[src/rtl/fp_pkg.sv]
// Shared definitions for the pipelined floating-point add/subtract unit.
// - Default IEEE single-precision field widths and the constants derived from them.
// - Result flag bit positions inside the 4-bit flag vector.
// - Special-operand summary carried from unpack down to pack.
// - Canonical quiet-NaN builder for any exponent/mantissa split.
package fp_pkg;

  localparam int unsigned DEF_EXP_W = 8;
  localparam int unsigned DEF_MAN_W = 23;
  localparam int unsigned W         = 1 + DEF_EXP_W + DEF_MAN_W;
  localparam int unsigned EXP_MAX   = (1 << DEF_EXP_W) - 1;
  localparam int unsigned BIAS      = (1 << (DEF_EXP_W - 1)) - 1;

  // Flag vector layout: {invalid, overflow, underflow, inexact}
  localparam int unsigned FLG_INV = 3;
  localparam int unsigned FLG_OVF = 2;
  localparam int unsigned FLG_UNF = 1;
  localparam int unsigned FLG_INX = 0;

  // Special-case decision made at unpack time; overrides the datapath at pack time.
  typedef struct packed {
    logic nan;   // result is canonical qNaN, invalid raised
    logic inf;   // result is infinity with sign below
    logic sign;  // sign of the infinity operand
  } fp_special_t;

  // Canonical qNaN: sign 0, exponent all ones, mantissa MSB set, rest zero.
  // Returned right-aligned in 64 bits; callers truncate to their word width.
  function automatic logic [63:0] qnan_bits(input int unsigned exp_w, input int unsigned man_w);
    logic [63:0] exp_ones;
    exp_ones  = (64'd1 << exp_w) - 64'd1;
    qnan_bits = (exp_ones << man_w) | (64'd1 << (man_w - 1));
  endfunction

endpackage

[src/rtl/fp_lzc.sv]
// Combinational leading-zero counter.
// Ports:
//   in_i  [WIDTH-1:0]  value to scan from the MSB
//   cnt_o [CNT_W-1:0]  number of zeros above the highest set bit (WIDTH when in_i == 0)
module fp_lzc #(
  parameter int unsigned  WIDTH = 28,
  localparam int unsigned CNT_W = $clog2(WIDTH + 1)
) (
  input  logic [WIDTH-1:0] in_i,
  output logic [CNT_W-1:0] cnt_o
);

  // Ascending scan: the last hit is the highest set bit.
  always_comb begin
    cnt_o = CNT_W'(WIDTH);
    for (int i = 0; i < WIDTH; i++) begin
      if (in_i[i]) begin
        cnt_o = CNT_W'(WIDTH - 1 - unsigned'(i));
      end
    end
  end

endmodule

[src/rtl/fp_addsub_pipe.sv]
// Three-stage pipelined IEEE-754 add/subtract with round-to-nearest-even.
//   S1 unpack, special detect, magnitude swap, align with sticky
//   S2 magnitude add/subtract, leading-zero count
//   S3 normalise, round, pack, flags (registered outputs)
// Ports:
//   clk, rst_n                 clock, asynchronous active-low reset
//   in_valid_i / in_ready_o    operand handshake
//   in_op_i                    0: a+b, 1: a-b
//   in_a_i, in_b_i             operands
//   out_valid_o / out_ready_i  result handshake
//   out_res_o                  rounded result
//   out_flags_o                {invalid, overflow, underflow, inexact}
module fp_addsub_pipe
  import fp_pkg::*;
#(
  parameter int unsigned  EXP_W  = DEF_EXP_W,
  parameter int unsigned  MAN_W  = DEF_MAN_W,
  localparam int unsigned WORD_W = 1 + EXP_W + MAN_W
) (
  input  logic              clk,
  input  logic              rst_n,
  input  logic              in_valid_i,
  output logic              in_ready_o,
  input  logic              in_op_i,
  input  logic [WORD_W-1:0] in_a_i,
  input  logic [WORD_W-1:0] in_b_i,
  output logic              out_valid_o,
  input  logic              out_ready_i,
  output logic [WORD_W-1:0] out_res_o,
  output logic [3:0]        out_flags_o
);

  localparam int unsigned DW  = MAN_W + 5;            // {carry, hidden, man, G, R, S}
  localparam int unsigned NW  = MAN_W + 4;            // {hidden, man, G, R, S}
  localparam int unsigned AW  = MAN_W + 3;            // {hidden, man, G, R}
  localparam int unsigned SAT = MAN_W + 3;            // alignment shift saturation
  localparam int unsigned SHW = $clog2(SAT + 1);
  localparam int unsigned LZW = $clog2(DW + 1);
  localparam int unsigned EW  = EXP_W + 1;            // room for rounding carry
  localparam int unsigned SW  = (EW > LZW) ? EW : LZW;

  localparam logic [EXP_W-1:0]  EXP_ONES = '1;
  localparam logic [WORD_W-1:0] QNAN     = WORD_W'(qnan_bits(EXP_W, MAN_W));

  logic adv;
  logic out_valid_q;

  assign adv        = ~out_valid_q | out_ready_i;
  assign in_ready_o = adv;

  // ---------------------------------------------------------------- S1
  logic             a_s, b_s, a_h, b_h;
  logic [EXP_W-1:0] a_e, b_e, a_ee, b_ee;
  logic [MAN_W-1:0] a_m, b_m;
  logic             a_nan, b_nan, a_inf, b_inf, swap;

  assign a_s   = in_a_i[WORD_W-1];
  assign a_e   = in_a_i[WORD_W-2 -: EXP_W];
  assign a_m   = in_a_i[MAN_W-1:0];
  assign b_s   = in_b_i[WORD_W-1] ^ in_op_i;
  assign b_e   = in_b_i[WORD_W-2 -: EXP_W];
  assign b_m   = in_b_i[MAN_W-1:0];
  assign a_h   = |a_e;
  assign b_h   = |b_e;
  // Subnormals share the scale of exponent 1.
  assign a_ee  = a_h ? a_e : EXP_W'(1);
  assign b_ee  = b_h ? b_e : EXP_W'(1);
  assign a_nan = (&a_e) & (|a_m);
  assign b_nan = (&b_e) & (|b_m);
  assign a_inf = (&a_e) & ~(|a_m);
  assign b_inf = (&b_e) & ~(|b_m);
  assign swap  = {b_ee, b_h, b_m} > {a_ee, a_h, a_m};

  logic             x_s, x_h, y_h;
  logic [EXP_W-1:0] x_e, y_e, e_diff;
  logic [MAN_W-1:0] x_m, y_m;
  logic [SHW-1:0]   d_sat;
  logic [2*AW-1:0]  y_sh;
  logic [DW-1:0]    x_al, y_al;
  fp_special_t      spc_d;

  always_comb begin
    x_s    = swap ? b_s  : a_s;
    x_e    = swap ? b_ee : a_ee;
    x_h    = swap ? b_h  : a_h;
    x_m    = swap ? b_m  : a_m;
    y_e    = swap ? a_ee : b_ee;
    y_h    = swap ? a_h  : b_h;
    y_m    = swap ? a_m  : b_m;
    e_diff = x_e - y_e;
    d_sat  = (32'(e_diff) > SAT) ? SHW'(SAT) : SHW'(e_diff);
    // Lower half catches everything shifted past R; it collapses into sticky.
    y_sh   = {y_h, y_m, 2'b00, {AW{1'b0}}} >> d_sat;
    x_al   = {1'b0, x_h, x_m, 3'b000};
    y_al   = {1'b0, y_sh[2*AW-1:AW], |y_sh[AW-1:0]};

    spc_d.nan  = a_nan | b_nan | (a_inf & b_inf & (a_s ^ b_s));
    spc_d.inf  = (a_inf | b_inf) & ~spc_d.nan;
    spc_d.sign = a_inf ? a_s : b_s;
  end

  logic             s1_valid_q, s1_sign_q, s1_sub_q;
  logic [EXP_W-1:0] s1_exp_q;
  logic [DW-1:0]    s1_x_q, s1_y_q;
  fp_special_t      s1_spc_q;

  always_ff @(posedge clk or negedge rst_n) begin
    if (!rst_n) begin
      s1_valid_q <= 1'b0;
      s1_sign_q  <= 1'b0;
      s1_sub_q   <= 1'b0;
      s1_exp_q   <= '0;
      s1_x_q     <= '0;
      s1_y_q     <= '0;
      s1_spc_q   <= '0;
    end else if (adv) begin
      s1_valid_q <= in_valid_i;
      s1_sign_q  <= x_s;
      s1_sub_q   <= a_s ^ b_s;
      s1_exp_q   <= x_e;
      s1_x_q     <= x_al;
      s1_y_q     <= y_al;
      s1_spc_q   <= spc_d;
    end
  end

  // ---------------------------------------------------------------- S2
  logic [DW-1:0]  sum_d;
  logic [LZW-1:0] lzc_d;

  // X >= Y in magnitude, so the difference never goes negative.
  assign sum_d = s1_sub_q ? (s1_x_q - s1_y_q) : (s1_x_q + s1_y_q);

  fp_lzc #(
    .WIDTH (DW)
  ) u_lzc (
    .in_i  (sum_d),
    .cnt_o (lzc_d)
  );

  logic             s2_valid_q, s2_sign_q, s2_sub_q;
  logic [EXP_W-1:0] s2_exp_q;
  logic [DW-1:0]    s2_sum_q;
  logic [LZW-1:0]   s2_lzc_q;
  fp_special_t      s2_spc_q;

  always_ff @(posedge clk or negedge rst_n) begin
    if (!rst_n) begin
      s2_valid_q <= 1'b0;
      s2_sign_q  <= 1'b0;
      s2_sub_q   <= 1'b0;
      s2_exp_q   <= '0;
      s2_sum_q   <= '0;
      s2_lzc_q   <= '0;
      s2_spc_q   <= '0;
    end else if (adv) begin
      s2_valid_q <= s1_valid_q;
      s2_sign_q  <= s1_sign_q;
      s2_sub_q   <= s1_sub_q;
      s2_exp_q   <= s1_exp_q;
      s2_sum_q   <= sum_d;
      s2_lzc_q   <= lzc_d;
      s2_spc_q   <= s1_spc_q;
    end
  end

  // ---------------------------------------------------------------- S3
  logic [EW-1:0]      exp_n, exp_f;
  logic [NW-1:0]      norm;
  logic [SW-1:0]      lz, sh_lim, sh_amt;
  logic [MAN_W+1:0]   rounded;
  logic               rnd_inc, inexact, ovf, res_sign;
  logic [WORD_W-1:0]  res_d;
  logic [3:0]         flg_d;

  always_comb begin
    lz     = '0;
    sh_lim = '0;
    sh_amt = '0;
    if (s2_sum_q[DW-1]) begin
      norm  = {s2_sum_q[DW-1:2], |s2_sum_q[1:0]};
      exp_n = EW'(s2_exp_q) + EW'(1);
    end else begin
      // Stop at exponent 1 so the result stays subnormal instead of wrapping.
      lz     = SW'(s2_lzc_q) - SW'(1);
      sh_lim = SW'(s2_exp_q) - SW'(1);
      sh_amt = (lz < sh_lim) ? lz : sh_lim;
      norm   = s2_sum_q[NW-1:0] << sh_amt;
      exp_n  = EW'(s2_exp_q) - EW'(sh_amt);
    end

    rnd_inc = norm[2] & (norm[3] | norm[1] | norm[0]);
    rounded = {1'b0, norm[NW-1:3]} + {{(MAN_W + 1){1'b0}}, rnd_inc};
    // Hidden bit clear means the exponent field encodes as 0.
    exp_f   = rounded[MAN_W+1] ? (exp_n + EW'(1)) : (rounded[MAN_W] ? exp_n : '0);
    inexact = |norm[2:0];
    ovf     = ~s2_spc_q.nan & ~s2_spc_q.inf & (exp_f >= {1'b0, EXP_ONES});
    // Exact cancellation gives +0; same-sign zeros keep their sign.
    res_sign = (s2_sub_q & ~(|s2_sum_q)) ? 1'b0 : s2_sign_q;

    flg_d = '0;
    if (s2_spc_q.nan) begin
      res_d          = QNAN;
      flg_d[FLG_INV] = 1'b1;
    end else if (s2_spc_q.inf) begin
      res_d = {s2_spc_q.sign, EXP_ONES, {MAN_W{1'b0}}};
    end else if (ovf) begin
      res_d          = {res_sign, EXP_ONES, {MAN_W{1'b0}}};
      flg_d[FLG_OVF] = 1'b1;
      flg_d[FLG_INX] = 1'b1;
    end else begin
      res_d          = {res_sign, exp_f[EXP_W-1:0], rounded[MAN_W-1:0]};
      flg_d[FLG_UNF] = ~(|exp_f) & inexact;
      flg_d[FLG_INX] = inexact;
    end
  end

  logic [WORD_W-1:0] out_res_q;
  logic [3:0]        out_flags_q;

  always_ff @(posedge clk or negedge rst_n) begin
    if (!rst_n) begin
      out_valid_q <= 1'b0;
      out_res_q   <= '0;
      out_flags_q <= '0;
    end else if (adv) begin
      out_valid_q <= s2_valid_q;
      if (s2_valid_q) begin
        out_res_q   <= res_d;
        out_flags_q <= flg_d;
      end
    end
  end

  assign out_valid_o = out_valid_q;
  assign out_res_o   = out_res_q;
  assign out_flags_o = out_flags_q;

endmodule
[config.mk]
export PLATFORM = sky130hd
export DESIGN_NAME = fp_addsub_pipe
export DESIGN_NICKNAME = d
export VERILOG_FILES = /design/src/rtl/fp_pkg.sv /design/src/rtl/fp_lzc.sv /design/src/rtl/fp_addsub_pipe.sv
export SDC_FILE = /design/constraint.sdc
export NUM_CORES = 1
export LEC_CHECK = 0
export BUFFER_PORTS_ARGS = -buffer_cell sky130_fd_sc_hd__buf_4
export CAP_MARGIN = 20
export CORE_ASPECT_RATIO = 0.5
export CORE_MARGIN = 2
export CORE_UTILIZATION = 45
export DETAILED_ROUTE_END_ITERATION = 12
export SYNTH_ARGS = -nofsm -noshare
export SYNTH_HDL_FRONTEND = slang
export SYNTH_HIERARCHICAL = 1
export SYNTH_SLANG_ARGS = --single-unit
[constraint.sdc]
create_clock -name clk -period 14 [get_ports clk]
set_clock_uncertainty 0.15 [all_clocks]
set_input_delay 2.1 -clock clk [delete_from_list [all_inputs] [get_ports clk]]
set_output_delay 2.1 -clock clk [all_outputs]
set_load 0.02 [all_outputs]
; ---- Yosys cells after proc, flatten, opt, wreduce, memory -nomap -nowiden
; Index checks and enable logic that the tools add are counted.
; W data, S select, Z words.
[totals]
regBits = 149
in_bits = 69
out_inout_bits = 38
wordCells = 131
[op_classes]
n_addsub = 9
magnitude_cmp = 4
shifts = 2
n_mux = 55
bitwise = 28
n_reduce_logical = 12
[ops]
columns = cell, n
row1 = $mux W5, 17
row2 = $mux W32, 2
row3 = $shr A52 B5 Y52, 1
row4 = $mux W23, 2
row5 = $reduce_or A23 Y1, 2
row6 = $mux W9, 4
row7 = $gt A32 B32 Y1, 1
row8 = $mux W4, 8
row9 = $mux W8, 4
row10 = $mux W31, 1
row11 = $add A27 B27 Y28, 1
row12 = $mux W28, 1
row13 = $reduce_or A28 Y1, 1
row14 = $sub A27 B27 Y28, 1
row15 = $mux W27, 1
row16 = $shl A27 B9 Y27, 1
row17 = $reduce_or A26 Y1, 1
row18 = $add A24 B1 Y25, 1
row19 = $mux W3, 6
row20 = $reduce_and A8 Y1, 2
row21 = $reduce_or A8 Y1, 2
row22 = $and A1 B1 Y1, 12
row23 = $add A8 B1 Y9 const B, 1
row24 = $add A9 B1 Y9 const B, 1
row25 = 15 further kinds, 36

; ---- Depth between registers and ports, before layout
[logic_depth]
ltp_word = 30
depth_mapped = 34

; ---- Cells and area by module
; Netlist, hierarchy kept.
[by_module_without_submodules]
columns = module, instances, cells_each, area_per_inst_um2
row1 = fp_addsub_pipe, 1, 2105, 15750.1
row2 = fp_lzc, 1, 60, 336.6

; ---- Worst setup path before layout
; No wires, ideal clock.
[synth_timing]
path_kind = in2reg
start = input in_b_i[27]
end = register s1_y_q[0]
setup_ns = 0.126
arrival_time_ns = 9.154
setup_slack_ns = 4.570
cell_stages = 29
n_path_buf = 6
path_cell_list = or4_1 -> o41ai_1 -> ha_1 -> clkbuf_1 -> nand4_1 -> nor3_1 -> and3_1 -> a211o_1 -> clkbuf_1 -> clkbuf_1 -> clkbuf_1 -> nor2_1 -> a31oi_1 -> ha_1 -> a22oi_1 -> a31o_2 -> and3b_1 -> o41ai_1 -> a211o_1 -> clkbuf_1 -> clkbuf_1 -> a211oi_1 -> o21ai_0 -> o21ai_0 -> a21oi_1 -> nand3_1 -> a211o_1 -> or4_1 -> a221o_1
[synth_via]
elab_chain_len = 9
word_cells_on_any_way = 12
classes_between = add/sub: 1 / order compare: 2 / shift: 1 / mux: 6 / reduce/logical: 2
[synth_rtl]
columns = element, line
row1 = "start, declared", fp_addsub_pipe.sv:26  ; input logic [WORD_W-1:0] in_b_i,
row2 = $reduce_or A8 Y1, fp_addsub_pipe.sv:64  ; assign b_h = |b_e;
row3 = $mux W8, fp_addsub_pipe.sv:67  ; assign b_ee = b_h ? b_e : EXP_W'(1);
row4 = $gt A32 B32 Y1, fp_addsub_pipe.sv:72  ; assign swap = {b_ee, b_h, b_m} > {a_ee, a_h, a_m};
row5 = "$mux W8, on equally long branches", "fp_addsub_pipe.sv:84, fp_addsub_pipe.sv:87"
row6 = $sub A8 B8 Y8, fp_addsub_pipe.sv:90  ; e_diff = x_e - y_e;
row7 = $gt A8 B5 Y1, fp_addsub_pipe.sv:91  ; d_sat = (32'(e_diff) > SAT) ? SHW'(SAT) : SHW'(e_diff);
row8 = $mux W5, fp_addsub_pipe.sv:91
row9 = $shr A52 B5 Y52 (*), fp_addsub_pipe.sv:93  ; y_sh = {y_h, y_m, 2'b00, {AW{1'b0}}} >> d_sat;
row10 = $reduce_or A26 Y1 (*), fp_addsub_pipe.sv:95  ; y_al = {1'b0, y_sh[2*AW-1:AW], |y_sh[AW-1:0]};
row11 = "end signal, assigned", fp_addsub_pipe.sv:122  ; s1_y_q <= y_al;
row12 = "end, declared", fp_addsub_pipe.sv:104  ; logic [DW-1:0] s1_x_q, s1_y_q;
; Every way passes the cells marked *; elsewhere a longest branch is shown, timed or not.
; A chain may end at the register's enable or synchronous reset.

; ---- Worst setup path in the final report
; Ends and elaborated chain as after synthesis.

==> results.yml <==
status:
  status: "completed"
detailed_routing:
  wl_per_cell_microns: 21.3
  vias_per_cell: 6.30
  antenna_left: 0
  drtIter0Drc: 1961
  routed_wl_microns: 57100
  num_vias: 16800
  firstDrtPassIters: 5
  drc: 0
critical_path:
  cp.arrival_ns: 10.63
  crit_path_start_kind: "primary input"
  required_ns: 14.18
  critPathMaxStageDelay_ns: 0.84
  cp_slowest_cell: "ha_1"
  path_max_fanout: 58
  critPathMostFrequentCell: "buf_4"
  worstSetupPathType: "in -> reg"
  end_kind: "register"
cells_and_area:
  final_net_count: 2356
  fill_cells: 3491
  layoutNonFillerInstCount: 2673
  syn2layout_area_growth_pct: 10.4
  drive_gt1_frac: 0.111
  antenna_cells: 0
logic_synthesis:
  syn_inst: 2165
  synth_fp_nets: 2336
  ys_warn_count: 6
  synth_seq_cells: 149
  synth.avg_cell_area_sq_um: 7.43
  synth-async-reset-ratio: 1.00
  syn_area_sq_um: 16100
  ys.flop_type: "dfrtp_1"
  ys_types: 114
  yosysSeqAreaShare: 0.232
  synth_edf_count: 0
grt:
  grt_first_pass_wirelength_microns: 89000
  grt_use_met2: 0.467
  grt_util_all_layers: 0.304
  grt-ovfl-total: 0
  grt_pass1_vias: 15500
  grt_util_met1: 0.439
  top_usage_layer: "met2"
  antenna_found_initial: 0
  grt_max_degree: 94
  grtUsageMet3: 0.0446
place:
  port_buffers: 106
  finalWeightedCongestion: 1.04
  dpl.cell_count: 2640
  hpwl_microns: 43800
sta:
  drv_slew: 0
  min_period_over_period: 0.746
  layout_min_cycle_time_ns: 10.45
  tightest_slew_ns: 1.02
  tns_ns: 0
  slew_headroom: 0.318
  setup_viol: 0
  finalHoldViolCount: 0
  rsz0062_at_grt: "no"
  timing.fmax_ghz: 0.0957
worst_hold_path:
  hp-class: "reg -> reg"
cts:
  cts_sinks: 149
  post_cts_resized: 0
  cts_tree: "done"
  worstSkewPairLatency_ns: 0.46
  numCtsBuffers: 17
  h-tree-depth: 4
  cts_setup_buffers: 0
  clockRootBuffer: "clkbuf_16"
  cts_max_path_buffers: 2
  cts_hold_buffers: 0
  clkTransAtPathRegs_ns: 0.07
floorplan:
  die-width_microns: 271
  top_level_ports: 107
  coreArea_sq_um: 34800
  dieArea_sq_um: 37400
  die_h_microns: 138
  initial_core_util: 0.462
  num_rows: 48
job:
  maxCapViolations: 0
-- layout make-up --
type	instances	area, sq um	share of cell area
multi-input cells	1767	11400	0.641
flip-flops and latches	149	3730	0.210
repair buffers	129	992	0.0559
well taps	475	594	0.0335
inverters	121	454	0.0256
clock buffers	17	425	0.0239
clock inverters	15	188	0.0106
-- path summary, 6_finish.rpt --
kind / from / to / slack [ns] / depth (start not counted)
min: s2_spc_q[0] / s2_spc_q[0] / 0.33 / 2
max reg2reg: s2_exp_q[0] / out_res_o[10] / 5.59 / 23
max: in_b_i[27] / s1_y_q[0] / 3.55 / 25
min reg2reg: s2_spc_q[0] / s2_spc_q[0] / 0.33 / 2
min in group asynchronous: rst_n / s2_exp_q[6] / 1.58 / 1
max in group asynchronous: rst_n / s1_y_q[10] / 10.75 / 2
-- stage by stage --
step | setup WS, ns | area, sq um | hold WS (ns) | util
after floorplan | 4.57 | 16100 | 0.282 | -
after global placement | 3.37 | 17100 | 0.305 | 0.492
after detailed placement | 3.27 | 17100 | 0.314 | 0.492
after CTS | 3.69 | 17700 | 0.329 | 0.509
after global routing | 2.85 | 17800 | 0.357 | 0.510
final | 3.55 | 17800 | 0.326 | 0.510
-- kinds of logic after synthesis --
group | count (synthesis) | synth area share
xor+xnor | 67 | 0.0365
buf+inv | 249 | 0.0626
fa+ha+maj | 102 | 0.0803
mux | 60 | 0.0391
simple gates | 812 | 0.243
flops | 149 | 0.232
compound gates | 726 | 0.307
-- cells in the mapped netlist (all sizes together), types with 40 or more instances --
cell type / number / share of area
o22ai: 47 / 0.018
inv: 117 / 0.027
clkbuf: 90 / 0.021
o211ai: 44 / 0.021
nor2: 228 / 0.053
a21oi: 172 / 0.055
xnor2: 44 / 0.024
mux2i: 40 / 0.025
o21ai: 157 / 0.049
nand2: 256 / 0.060
dfrtp: 149 / 0.23
nand3: 44 / 0.014
ha: 100 / 0.078
nor3: 74 / 0.025
-- layer usage --
layer  vias up  share of wire  routed length, microns
li1       8015              -                       -
met1      7997           0.47                   26800
met2       738           0.42                   24100
met3        98          0.077                    4410
met4         0          0.030                    1690
met5         -              0                       0
-- sequential cells by signal (all words and copies together), names as in the netlist --
signal	count
s2_spc_q	3
s2_sub_q	1
s1_x_q	24
s2_sum_q	28
out_valid_o	1
s2_sign_q	1
s1_y_q	27
s1_sign_q	1
s1_sub_q	1
out_res_o	32
out_flags_o	4
s1_spc_q	3
s1_exp_q	8
s2_lzc_q	5
s1_valid_q	1
s2_valid_q	1
s2_exp_q	8
-- critical path, delay by kind of cell --
kind                     cells  cell delay, ns
AO/OA/AOI/OAI                9            3.33
adder cells (fa/ha/maj)      2            1.05
buffers and inverters        3            0.83
AND/OR/NAND/NOR             11            3.29
-- layout by cell type (no fill, tap or decap), drive strengths merged, types with 12 or more instances in the layout --
| master | count |
|---|---|
| o211ai | 44 |
| mux2 | 20 |
| and3 | 16 |
| a31oi | 29 |
| a22o | 39 |
| nor2 | 228 |
| buf | 129 |
| dfrtp | 149 |
| nor2b | 15 |
| nand2b | 19 |
| nor3 | 74 |
| nor4 | 37 |
| a221o | 15 |
| mux2i | 40 |
| a211oi | 30 |
| a22oi | 20 |
| o21ai | 157 |
| a221oi | 13 |
| a21o | 15 |
| xor2 | 23 |
| clkinv | 12 |
| a21oi | 172 |
| xnor2 | 44 |
| a21boi | 12 |
| o21bai | 18 |
| o31ai | 15 |
| nand2 | 256 |
| o22ai | 47 |
| inv | 123 |
| or3 | 19 |
| o21a | 13 |
| ha | 100 |
| nor3b | 12 |
| nand4 | 21 |
| and2 | 34 |
| nand3 | 44 |
| clkbuf | 17 |
Power is left out: the tool's default activity adds up to more than one toggle a clock period on the data nets, which glitch-free logic cannot reach.
